===== src/rtl/bb_raster_pkg.sv =====
// Shared constants, opcodes, FSM states and the framebuffer address mapping
// for the back-buffer raster writer.
package bb_raster_pkg;

    localparam int SCREEN_W = 320;
    localparam int SCREEN_H = 240;
    localparam int FB_DEPTH = SCREEN_W * SCREEN_H;
    localparam int ADDR_W   = $clog2(FB_DEPTH);
    localparam int X_W      = 9;
    localparam int Y_W      = 8;

    localparam logic [1:0] OP_CLEAR     = 2'b00;
    localparam logic [1:0] OP_LINE      = 2'b01;
    localparam logic [1:0] OP_FRAME_END = 2'b10;
    localparam logic [1:0] OP_RSVD      = 2'b11;

    typedef enum logic [2:0] {
        IDLE,
        CLEAR,
        LINE,
        DONE_WAIT,
        SWAP_WAIT
    } state_t;

    // Column-major layout: addr = y + 240*x, with x*240 built from shifts.
    function automatic logic [ADDR_W-1:0] xy_to_addr(input logic [X_W-1:0] x,
                                                     input logic [Y_W-1:0] y);
        logic [ADDR_W-1:0] x_hi;
        logic [ADDR_W-1:0] x_lo;
        logic [ADDR_W-1:0] y_ext;
        x_hi  = ADDR_W'({x, 8'b0});
        x_lo  = ADDR_W'({x, 4'b0});
        y_ext = ADDR_W'(y);
        return x_hi - x_lo + y_ext;
    endfunction

endpackage


===== src/rtl/bb_raster_writer_stepper.sv =====
// Bresenham line walker: loads the endpoints, then advances one pixel per step.
module bresenham_stepper
    import bb_raster_pkg::*;
(
    input  logic           clk,
    input  logic           resetn,
    input  logic           load,
    input  logic           step,
    input  logic [X_W-1:0] x0,
    input  logic [Y_W-1:0] y0,
    input  logic [X_W-1:0] x1,
    input  logic [Y_W-1:0] y1,
    output logic [X_W-1:0] x,
    output logic [Y_W-1:0] y,
    output logic           last,
    output logic           in_range
);

    logic [X_W-1:0]     x_reg, x1_reg, x_next;
    logic [Y_W-1:0]     y_reg, y1_reg, y_next;
    logic signed [10:0] dx_reg, dy_reg, err_reg;
    logic signed [10:0] dx_load, dy_load, e2, err_next;
    logic               sx_neg_reg, sy_neg_reg;

    always_comb begin
        dx_load = (x1 >= x0) ? $signed(11'(x1 - x0)) : $signed(11'(x0 - x1));
        dy_load = (y1 >= y0) ? -$signed(11'(y1 - y0)) : -$signed(11'(y0 - y1));

        // Both corrections use the same e2 and are applied in one cycle.
        e2       = err_reg <<< 1;
        err_next = err_reg;
        x_next   = x_reg;
        y_next   = y_reg;
        if (e2 >= dy_reg) begin
            err_next = err_next + dy_reg;
            x_next   = sx_neg_reg ? x_reg - X_W'(1) : x_reg + X_W'(1);
        end
        if (e2 <= dx_reg) begin
            err_next = err_next + dx_reg;
            y_next   = sy_neg_reg ? y_reg - Y_W'(1) : y_reg + Y_W'(1);
        end
    end

    always_ff @(posedge clk) begin
        if (!resetn) begin
            x_reg      <= '0;
            y_reg      <= '0;
            x1_reg     <= '0;
            y1_reg     <= '0;
            dx_reg     <= '0;
            dy_reg     <= '0;
            err_reg    <= '0;
            sx_neg_reg <= 1'b0;
            sy_neg_reg <= 1'b0;
        end else if (load) begin
            x_reg      <= x0;
            y_reg      <= y0;
            x1_reg     <= x1;
            y1_reg     <= y1;
            dx_reg     <= dx_load;
            dy_reg     <= dy_load;
            err_reg    <= dx_load + dy_load;
            sx_neg_reg <= (x1 < x0);
            sy_neg_reg <= (y1 < y0);
        end else if (step) begin
            x_reg   <= x_next;
            y_reg   <= y_next;
            err_reg <= err_next;
        end
    end

    assign x        = x_reg;
    assign y        = y_reg;
    assign last     = (x_reg == x1_reg) && (y_reg == y1_reg);
    assign in_range = (x_reg < X_W'(SCREEN_W)) && (y_reg < Y_W'(SCREEN_H));

endmodule


===== src/rtl/bb_raster_writer.sv =====
// Back-buffer writer: rasterises CLEAR/LINE commands one pixel per cycle and
// runs the done/swap handshake so the buffer is frozen during the copy.
module bb_raster_writer
    import bb_raster_pkg::*;
#(
    parameter  int NUMBER_COLORS = 9,
    localparam int COLOR_W       = $clog2(NUMBER_COLORS) + 1
) (
    input  logic               clk,
    input  logic               resetn,
    input  logic               cmd_valid,
    output logic               cmd_ready,
    input  logic [1:0]         cmd_op,
    input  logic [X_W-1:0]     cmd_x0,
    input  logic [Y_W-1:0]     cmd_y0,
    input  logic [X_W-1:0]     cmd_x1,
    input  logic [Y_W-1:0]     cmd_y1,
    input  logic [COLOR_W-1:0] cmd_color,
    output logic [ADDR_W-1:0]  waddr,
    output logic [COLOR_W-1:0] din,
    output logic               bb_we,
    output logic               done,
    input  logic               swap,
    output logic               busy
);

    state_t              state_reg, state_next;
    logic [ADDR_W-1:0]   clr_cnt_reg, clr_cnt_next;
    logic [COLOR_W-1:0]  color_reg;
    logic                latch_color;
    logic                load, step;
    logic [X_W-1:0]      px;
    logic [Y_W-1:0]      py;
    logic                px_last, px_in_range;

    bresenham_stepper u_stepper (
        .clk      (clk),
        .resetn   (resetn),
        .load     (load),
        .step     (step),
        .x0       (cmd_x0),
        .y0       (cmd_y0),
        .x1       (cmd_x1),
        .y1       (cmd_y1),
        .x        (px),
        .y        (py),
        .last     (px_last),
        .in_range (px_in_range)
    );

    always_ff @(posedge clk) begin
        if (!resetn) begin
            state_reg   <= IDLE;
            clr_cnt_reg <= '0;
            color_reg   <= '0;
        end else begin
            state_reg   <= state_next;
            clr_cnt_reg <= clr_cnt_next;
            if (latch_color) begin
                color_reg <= cmd_color;
            end
        end
    end

    always_comb begin
        state_next   = state_reg;
        clr_cnt_next = clr_cnt_reg;
        cmd_ready    = 1'b0;
        latch_color  = 1'b0;
        load         = 1'b0;
        step         = 1'b0;
        bb_we        = 1'b0;
        waddr        = '0;
        done         = 1'b0;

        case (state_reg)
            IDLE: begin
                cmd_ready = 1'b1;
                if (cmd_valid) begin
                    case (cmd_op)
                        OP_CLEAR: begin
                            state_next   = CLEAR;
                            clr_cnt_next = '0;
                            latch_color  = 1'b1;
                        end
                        OP_LINE: begin
                            state_next  = LINE;
                            load        = 1'b1;
                            latch_color = 1'b1;
                        end
                        OP_FRAME_END: state_next = DONE_WAIT;
                        OP_RSVD:      state_next = IDLE;
                    endcase
                end
            end
            CLEAR: begin
                bb_we = 1'b1;
                waddr = clr_cnt_reg;
                if (clr_cnt_reg == ADDR_W'(FB_DEPTH - 1)) begin
                    state_next = IDLE;
                end else begin
                    clr_cnt_next = clr_cnt_reg + ADDR_W'(1);
                end
            end
            LINE: begin
                // Off-screen pixels are skipped but the walk keeps stepping.
                bb_we = px_in_range;
                waddr = xy_to_addr(px, py);
                if (px_last) begin
                    state_next = IDLE;
                end else begin
                    step = 1'b1;
                end
            end
            DONE_WAIT: begin
                done = 1'b1;
                if (swap) begin
                    state_next = SWAP_WAIT;
                end
            end
            SWAP_WAIT: begin
                if (!swap) begin
                    state_next = IDLE;
                end
            end
            default: state_next = IDLE;
        endcase
    end

    assign din  = color_reg;
    assign busy = (state_reg != IDLE);

endmodule

===== config.mk =====
export PLATFORM = sky130hd
export DESIGN_NAME = bb_raster_writer
export DESIGN_NICKNAME = d
export VERILOG_FILES = /design/src/rtl/bb_raster_pkg.sv /design/src/rtl/bb_raster_writer_stepper.sv /design/src/rtl/bb_raster_writer.sv
export SDC_FILE = /design/constraint.sdc
export NUM_CORES = 1
export LEC_CHECK = 0
export CAP_MARGIN = 20
export CORE_UTILIZATION = 65
export CTS_BUF_LIST = sky130_fd_sc_hd__clkbuf_8 sky130_fd_sc_hd__clkbuf_16
export CTS_CLUSTER_SIZE = 8
export DETAILED_ROUTE_END_ITERATION = 6
export PLACE_DENSITY = 0.95
export SLEW_MARGIN = 20
export SYNTH_ARGS = -nofsm -noshare
export SYNTH_HDL_FRONTEND = slang
export SYNTH_SLANG_ARGS = --single-unit

===== constraint.sdc =====
create_clock -name clk -period 13.4 [get_ports clk]
set_input_delay 2.68 -clock clk [delete_from_list [all_inputs] [get_ports clk]]
set_output_delay 2.68 -clock clk [all_outputs]
set_load 0.02 [all_outputs]

# Word level (Yosys, flattened, before mapping)

Cells that the tools add are included.
Widths: inputs -> output; s select.

Add/subtract/negate cells: 16
$lt $le $gt $ge: 8
Eq/ne operators: 17
Muxes and demuxes: 37
Reductions and logical operators: 14

Operators by type and width:

| kind                  | count |
|---|---|
| $pmux 17 s2           | 2 |
| $mux 11               | 6 |
| $mux 17               | 3 |
| $mux 9                | 4 |
| $add 11x11->11        | 3 |
| $mux 8                | 4 |
| $neg 11->11           | 2 |
| $sub 9x9->10          | 2 |
| $sub 8x8->9           | 2 |
| $add 17x1->17 const B | 1 |
| $add 17x8->17         | 1 |
| $eq 17x17->1 const B  | 1 |
| $sub 17x13->17        | 1 |
| $mux 3                | 5 |
| $pmux 3 s5            | 1 |
| $ne 2x2->1 const B    | 6 |
| $pmux 3 s4            | 1 |
| $ge 11x11->1          | 1 |
| $le 11x11->1          | 1 |
| $mux 1                | 10 |
| $add 9x1->9 const B   | 1 |
| $eq 9x9->1            | 1 |
| $ge 9x9->1            | 1 |
| $lt 9x9->1            | 1 |
| other kinds (24)      | 31 |

Register bits: 94
Bits of input ports: 45
Output and inout port bits: 26
Word-level logic and storage cells: 104

# Longest topological paths before layout

Gate-level depths: netlist of the first run.

Word-level depth: 6
Mapped depth: 20
Mapped depth without buffers: 20

# Cells and area by module

From an unflattened synthesis of the first run, not the netlist that was laid out.

Cell total of the unflattened synthesis: 1133
Area total of the unflattened synthesis: 9049.9 um^2

By module, submodules not included:

| module            | instances | cells each | area each (um^2) | sequential area each (um^2) |
|---|---|---|---|---|
| bresenham_stepper | 1         | 879        | 7095.6           | 1341.3 |
| bb_raster_writer  | 1         | 254        | 1954.4           | 500.5 |

# Worst setup path before layout of the first run

OpenSTA, ideal clock, no wires.

Kind: in2reg
Start: input cmd_y0[1]
End: register u_stepper.err_reg[9]
Setup time: 0.073 ns
Arrival time: 6.452 ns
Data required time: 13.327 ns
Path slack: 6.875 ns
Stages: 18
Path buffers: 1
Path through: inv_1 ha_1 nor2b_1 o31a_2 o31ai_4 a21oi_2 a211o_1 buf_2 mux2_2 ha_1 a21o_1 a21oi_1 nor2b_1 o21a_1 o41ai_1 o21ai_0 xor3_1 o22ai_2

Longest elaborated chain between the ends: 5
Elaborated cells between the ends (all ways): 8
Those cells by class: add/sub (5); order compare (1); mux (2)

Ends and longest elaborated chain:

| element                        | RTL line                       | text |
|---|---|---|
| start, declared                | bb_raster_writer.sv:15         | `input logic [Y_W-1:0] cmd_y0,` |
| $sub 8x8->9                    | bb_raster_writer_stepper.sv:27 | `dy_load = (y1 >= y0) ? -$signed(11'(y1 - y0)) : -$signed(11'(y0 - y1));` |
| $neg 11->11                    | bb_raster_writer_stepper.sv:27 |  |
| $mux 11 (*)                    | bb_raster_writer_stepper.sv:27 |  |
| named net u_stepper.dy_load[1] | bb_raster_writer_stepper.sv:22 | `logic signed [10:0] dx_load, dy_load, e2, err_next;` |
| $add 11x11->11 (*)             | bb_raster_writer_stepper.sv:62 | `err_reg <= dx_load + dy_load;` |
| $mux 11 (*)                    | bb_raster_writer_stepper.sv:55 | `end else if (load) begin` |
| end signal, assigned           | bb_raster_writer_stepper.sv:62 |  |
| end signal, assigned           | bb_raster_writer_stepper.sv:68 | `err_reg <= err_next;` |
| end, declared                  | bb_raster_writer_stepper.sv:21 | `logic signed [10:0] dx_reg, dy_reg, err_reg;` |

Mark *: on every way through the listed nets, which the timed path passes. The rest lies on a longest branch.
A chain may end at the register's enable or synchronous reset.

# Worst setup path in the final report of the first run

Ends and elaborated chain as after synthesis.

==> out/summary.txt, run 1 <==
Run status - finished, final reports clean
Cell variety after synth - 84
Die height - 117 um
Mean routed wirelength per cell - 18.0 um
Max clock buf depth - 2
Worst-path clk slew - 60 ps
DRC - 0
Max Clk Rate - 141 MHz
PD cells - 115 nW/um^2
Post-synth EDFFs - 0
Antenna violations before repair - 0
Setup Skew - 14.3 ps
Average cell area after synthesis - 7.82 um^2
Vias per Instance - 6.32
Asr flop ratio synth - 0
Layout fillers - 842
Slew headroom - 0.328
Max-Cap Viols - 0
Initial DRC count - 739
Crit. End Element - register
Min-Delay Path Class - reg -> reg
Worst skew pair latency - 370 ps
Crit Path Class - in -> reg
Final net count - 1,311
Hold wc startpoint - u_stepper.y1_reg[2]
I/O Buffers - 70
Setup Buffers After CTS - 0
Core footprint - 12,800 um^2
Num CTS Buffers - 9
Die area - 13,700 um^2
H-tree depth - 3
Area fraction of the dominant cell type after synthesis - 0.213
Final ANT Viol Nets - 0
CTS tree - done
Largest net degree at the start of global routing - 64
Fin crit share - 0.530
First-pass GRT wire length - 37,400 um
Fin. Hold Viols - 0
Vias post-DR - 8,374
CTS resizes - 0
Yosys reg bits - 92
Arrival time worst endpoint - 7390 ps
Commonest non-fill, non-tap cell in the layout - nand2_1
Share of cells above drive strength 1 - 0.0564
GP Congestion - 0.947
Gr usage total - 0.353
WP data required - 13,680 ps
Gr ovfl total - 0
Post-detail-place hpwl - 18,000 um
Critical Path Source - cmd_y0[1]
Sequential element share of the synthesized area - 0.213
Clock tree sinks - 92
Leak - 4.04 nW
Mapped Area - 8630 um^2
Max FFs per register - 17
Worst hold slack - 469 ps
Warnings from Yosys - 0
Synth Net Count - 1,266
Slew @ Worst Pin - 1000 ps
Rows - 41
Hold Buf Count CTS - 0
Unrepaired setup endpoints after global routing - no
Crit path launch type - input pin
Peak supply drop - 0.118 mV
Critical Path Fanout Max - 12
Area leader, netlist - dfxtp_1
Pins Over Slew Limit - 0
I/O Pins - 71
Die W - 117 um
# diodes - 0
Number of global-route vias before repair - 7,733
Synth area leaders - dfxtp_1 21%, ha_1 16%, xnor2_1 6.4%
Total negative setup slack - 0 ps
Clk root buf - clkbuf_16
Area delta synth->final - 12.6%
Main flop type after synthesis - dfxtp_1
R2r startpoint - u_stepper.err_reg[7]
Mapped Cells - 1,103
Post-layout min period - 7100 ps
Setup violators final - 0
Total Wirelength - 23,900 um
DR pass1 iterations - 5
Initial Util - 0.675
Commonest non-fill, non-tap cells in the layout - 125 x nand2_1, 109 x ha_1, 104 x inv_1, 92 x a21oi_1, 92 x dfxtp_1
-- metrics by stage --
stage                     instances  area (um^2)  worst slack [ps]  utilization  power [mW]
after detailed placement       1309         9420              5970        0.737       0.840
final                          1325         9710              6300        0.760        1.11
after global placement         1308         9410              6090        0.737       0.822
after CTS                      1325         9710              6320        0.760        1.10
after floorplan                1103         8630              6870            -       0.706
after global routing           1325         9710              6050        0.760        1.17
-- power by group --
group          switching, mW  internal, mW
combinational          0.320         0.223
clock                  0.125         0.130
sequential            0.0251         0.289
total                  0.471         0.643
-- cell type report --
type / count / area, um^2 / share of cell area
multi-input cells: 865 / 6230 / 0.642
flip-flops and latches: 92 / 1840 / 0.190
repair buffers: 75 / 738 / 0.0760
inverters: 105 / 394 / 0.0406
clock buffers: 9 / 225 / 0.0232
well taps: 172 / 215 / 0.0222
clock inverters: 7 / 63.8 / 0.00657
-- routing by layer --
metal	track usage	routed length [um]	up-vias
met5	0	0	-
met4	0.181	835	0
met3	0.0669	2050	88
met2	0.579	11200	426
met1	0.442	9790	3875
li1	-	-	3985
-- critical path, cell delays in order --
cell and delay [ps]:
clkdlybuf4s50_1 560, inv_1 120, ha_1 340, nor2b_1 160, o31a_2 340, o31ai_4 210, a21oi_2 110, a211o_1 460
mux2_2 390, ha_1 310, a21o_1 160, a21oi_1 210, nor2b_1 70, o21a_1 180, o41ai_1 380, o21ai_0 200
xor3_1 390, o22ai_2 90
-- logic make-up after synthesis --
kind of cell	count (synthesis)	share of synthesized area
XOR/XNOR	97	0.100
adder cells (fa/ha/maj)	118	0.179
multiplexers	21	0.0255
AND/OR/NAND/NOR	322	0.171
AO/OA/AOI/OAI	307	0.245
buffers and inverters	146	0.0650
flip-flops	92	0.213
-- final timing paths --
| path | endpoint | slack [ps] | depth (start not counted) |
|---|---|---|---|
| min reg2reg | u_stepper.y1_reg[2] | 470 | 2 |
| max reg2reg | u_stepper.err_reg[9] | 8950 | 18 |
| min | u_stepper.y1_reg[2] | 470 | 2 |
| max | u_stepper.err_reg[9] | 6300 | 18 |
-- synthesized netlist by cell type (4+ instances only) --
cell / n
nand2_1: 126
ha_1: 109
inv_1: 104
a21oi_1: 92
dfxtp_1: 92
nor2_1: 86
xnor2_1: 63
o21ai_0: 54
xor2_1: 33
clkbuf_1: 27
a211oi_1: 25
nand3_1: 17
a21o_1: 15
nand4_1: 15
nor3_1: 14
mux2i_1: 13
nor2b_1: 12
o21bai_1: 11
or3_1: 10
and3_1: 9
fa_1: 9
o21a_1: 9
mux2_2: 8
nand2b_1: 8
o211ai_1: 8
a31oi_1: 7
buf_2: 7
a22oi_1: 6
buf_1: 6
o31ai_1: 6
a22o_1: 5
o221ai_1: 5
or2_2: 5
a21oi_2: 4
a221oi_1: 4
o211a_1: 4
o21ai_1: 4
o22ai_1: 4
Power figures use the tool's default switching activity.
==> run 2, diff against run 1 <==
--- a/config.mk
+++ b/config.mk
@@ -6,11 +6,11 @@
 export NUM_CORES = 1
 export LEC_CHECK = 0
 export CAP_MARGIN = 20
-export CORE_UTILIZATION = 65
+export CORE_UTILIZATION = 60
 export CTS_BUF_LIST = sky130_fd_sc_hd__clkbuf_8 sky130_fd_sc_hd__clkbuf_16
 export CTS_CLUSTER_SIZE = 8
 export DETAILED_ROUTE_END_ITERATION = 6
-export PLACE_DENSITY = 0.95
+export PLACE_DENSITY = 0.9
 export SLEW_MARGIN = 20
 export SYNTH_ARGS = -nofsm -noshare
 export SYNTH_HDL_FRONTEND = slang
==> constraint.sdc (replaced) <==
create_clock -name clk -period 7.4 [get_ports clk]
set_input_delay 1.48 -clock clk [delete_from_list [all_inputs] [get_ports clk]]
set_output_delay 1.48 -clock clk [all_outputs]
set_load 0.02 [all_outputs]
==> run 2 against run 1 <==
Global-route usage decreased by 3.7 points. Via count shrank 1.2%. Worst setup slack got worse by 4800 ps. Largest cell class unchanged. Largest power group unchanged.
==> out/summary.txt, run 2 (synthesis results as in run 1) <==
Run status - finished, final reports clean
Clk root buf - clkbuf_16
Commonest non-fill, non-tap cell in the layout - nand2_1
Clock tree sinks - 92 (unchanged)
Gr ovfl total - 0 (unchanged)
Largest net degree at the start of global routing - 64 (unchanged)
Share of cells above drive strength 1 - 0.0564 (unchanged)
Max Clk Rate - 169 MHz
PD cells - 207 nW/um^2 (+81%)
Crit. End Element - register
I/O Buffers - 70 (unchanged)
Max clock buf depth - 2 (unchanged)
CTS resizes - 0 (unchanged)
Gr usage total - 0.316 (-0.0369)
Min-Delay Path Class - reg -> reg
Fin crit share - 0.799
Slew @ Worst Pin - 957 ps (-47.8 ps)
WP data required - 7680 ps (-6000 ps)
DRC - 0 (unchanged)
Core footprint - 13,900 um^2 (+9.1%)
Pins Over Slew Limit - 0 (unchanged)
Layout fillers - 1,073 (+27%)
# diodes - 0 (unchanged)
Final ANT Viol Nets - 0 (unchanged)
Fin. Hold Viols - 0 (unchanged)
Num CTS Buffers - 9 (unchanged)
Setup Buffers After CTS - 0 (unchanged)
Worst skew pair latency - 360 ps (about the same)
Slew headroom - 0.362 (+0.0344)
Leak - 4.04 nW (about the same)
Unrepaired setup endpoints after global routing - no
Die height - 122 um (+4.0%)
Max-Cap Viols - 0 (unchanged)
Die W - 122 um (+4.0%)
Post-detail-place hpwl - 17,700 um (-1.3%)
Total negative setup slack - 0 ps (unchanged)
Die area - 14,900 um^2 (+8.2%)
Area post-placement - 9430 um^2 (+0.11%)
Final net count - 1,311 (unchanged)
Antenna violations before repair - 0 (unchanged)
First-pass GRT wire length - 36,700 um (-2.0%)
Setup violators final - 0 (unchanged)
Worst-path clk slew - 80 ps (+20 ps)
CTS tree - done
Vias per Instance - 6.20 (-1.8%)
Crit Path Class - in -> reg
Design Area, Final - 9730 um^2 (+0.18%)
I/O Pins - 71 (unchanged)
Worst hold slack - 475 ps (+6.13 ps)
Number of global-route vias before repair - 7,603 (-1.7%)
GP Congestion - 0.918 (-3.0%)
Post-layout util - 0.698 (-0.0621)
Rows - 43 (+4.9%)
Peak supply drop - 0.149 mV (+26%)
Arrival time worst endpoint - 6190 ps (-1200 ps)
Initial DRC count - 685 (-7.3%)
Critical Path Fanout Max - 12 (unchanged)
Crit path launch type - input pin
Post-layout min period - 5910 ps
Initial Util - 0.619 (-0.0563)
DR pass1 iterations - 5 (unchanged)
Vias post-DR - 8,271 (-1.2%)
Commonest non-fill, non-tap cells in the layout - 125 x nand2_1, 109 x ha_1, 104 x inv_1, 92 x a21oi_1, 92 x dfxtp_1
Setup Skew - 14.0 ps (-0.251 ps)
Hold Buf Count CTS - 0 (unchanged)
Max FFs per register - 17 (unchanged)
Total Wirelength - 23,300 um (-2.6%)
Overall power - 2.01 mW (+81%)
Mean routed wirelength per cell - 17.4 um (-3.2%)
H-tree depth - 3 (unchanged)
Area delta synth->final - 12.8%
==> run 2: final timing paths <==
check | from | to | slack (ps) | cells after the start
worst min-delay path | u_stepper.y1_reg[6] | u_stepper.y1_reg[6] | 470 | 2
worst max-delay path | cmd_y0[1] | u_stepper.err_reg[9] | 1490 | 18
worst max register to register | u_stepper.err_reg[7] | u_stepper.err_reg[8] | 2930 | 18
worst min register to register | u_stepper.y1_reg[6] | u_stepper.y1_reg[6] | 470 | 2
==> run 2: per-layer routing <==
layer	share of wire	wire length [um]	GRT usage	vias to the layer above
li1	-	-	-	3967
met1	0.42	9870	0.402	3868
met2	0.47	10900	0.528	365
met3	0.074	1730	0.0482	71
met4	0.031	732	0.138	0
met5	0	0	0	-
==> run 2: stage by stage <==
| step | setup slack [ps] | cells |
|---|---|---|
| global placement | 1350 | 1317 |
| CTS | 1520 | 1333 |
| finish | 1490 | 1333 |
| global route | 1220 | 1333 |
| floorplan | 2070 | 1103 |
| detailed placement | 1170 | 1317 |
==> run 2: area by class of cell <==
cell class	instances	area (um^2)	area share
Inverter	105	395	0.0406
Multi-Input combinational cell	865	6230	0.641
Sequential cell	92	1840	0.189
Clock inverter	7	70.1	0.00720
Timing Repair Buffer	75	738	0.0759
Tap cell	180	225	0.0232
Clock buffer	9	225	0.0232
==> run 2: critical path: stages <==
cell and delay, ps:
clkdlybuf4s50_1 570, inv_1 110, ha_1 340, nor2b_1 160
o31a_2 340, o31ai_4 220, a21oi_2 120, a211o_1 470
mux2_2 380, ha_1 310, a21o_1 160, a21oi_1 210
nor2b_1 70, o21a_1 180, o41ai_1 360, o21ai_0 220
xor3_1 410, o22ai_2 90
==> run 2: report_power, final <==
| group | switching, mW | total [mW] | leakage, nW | internal, mW |
|---|---|---|---|---|
| logic | 0.571 | 0.979 | 3.16 | 0.408 |
| clock network | 0.228 | 0.464 | 0.135 | 0.237 |
| registers | 0.0464 | 0.570 | 0.748 | 0.524 |
| total | 0.845 | 2.01 | 4.04 | 1.17 |
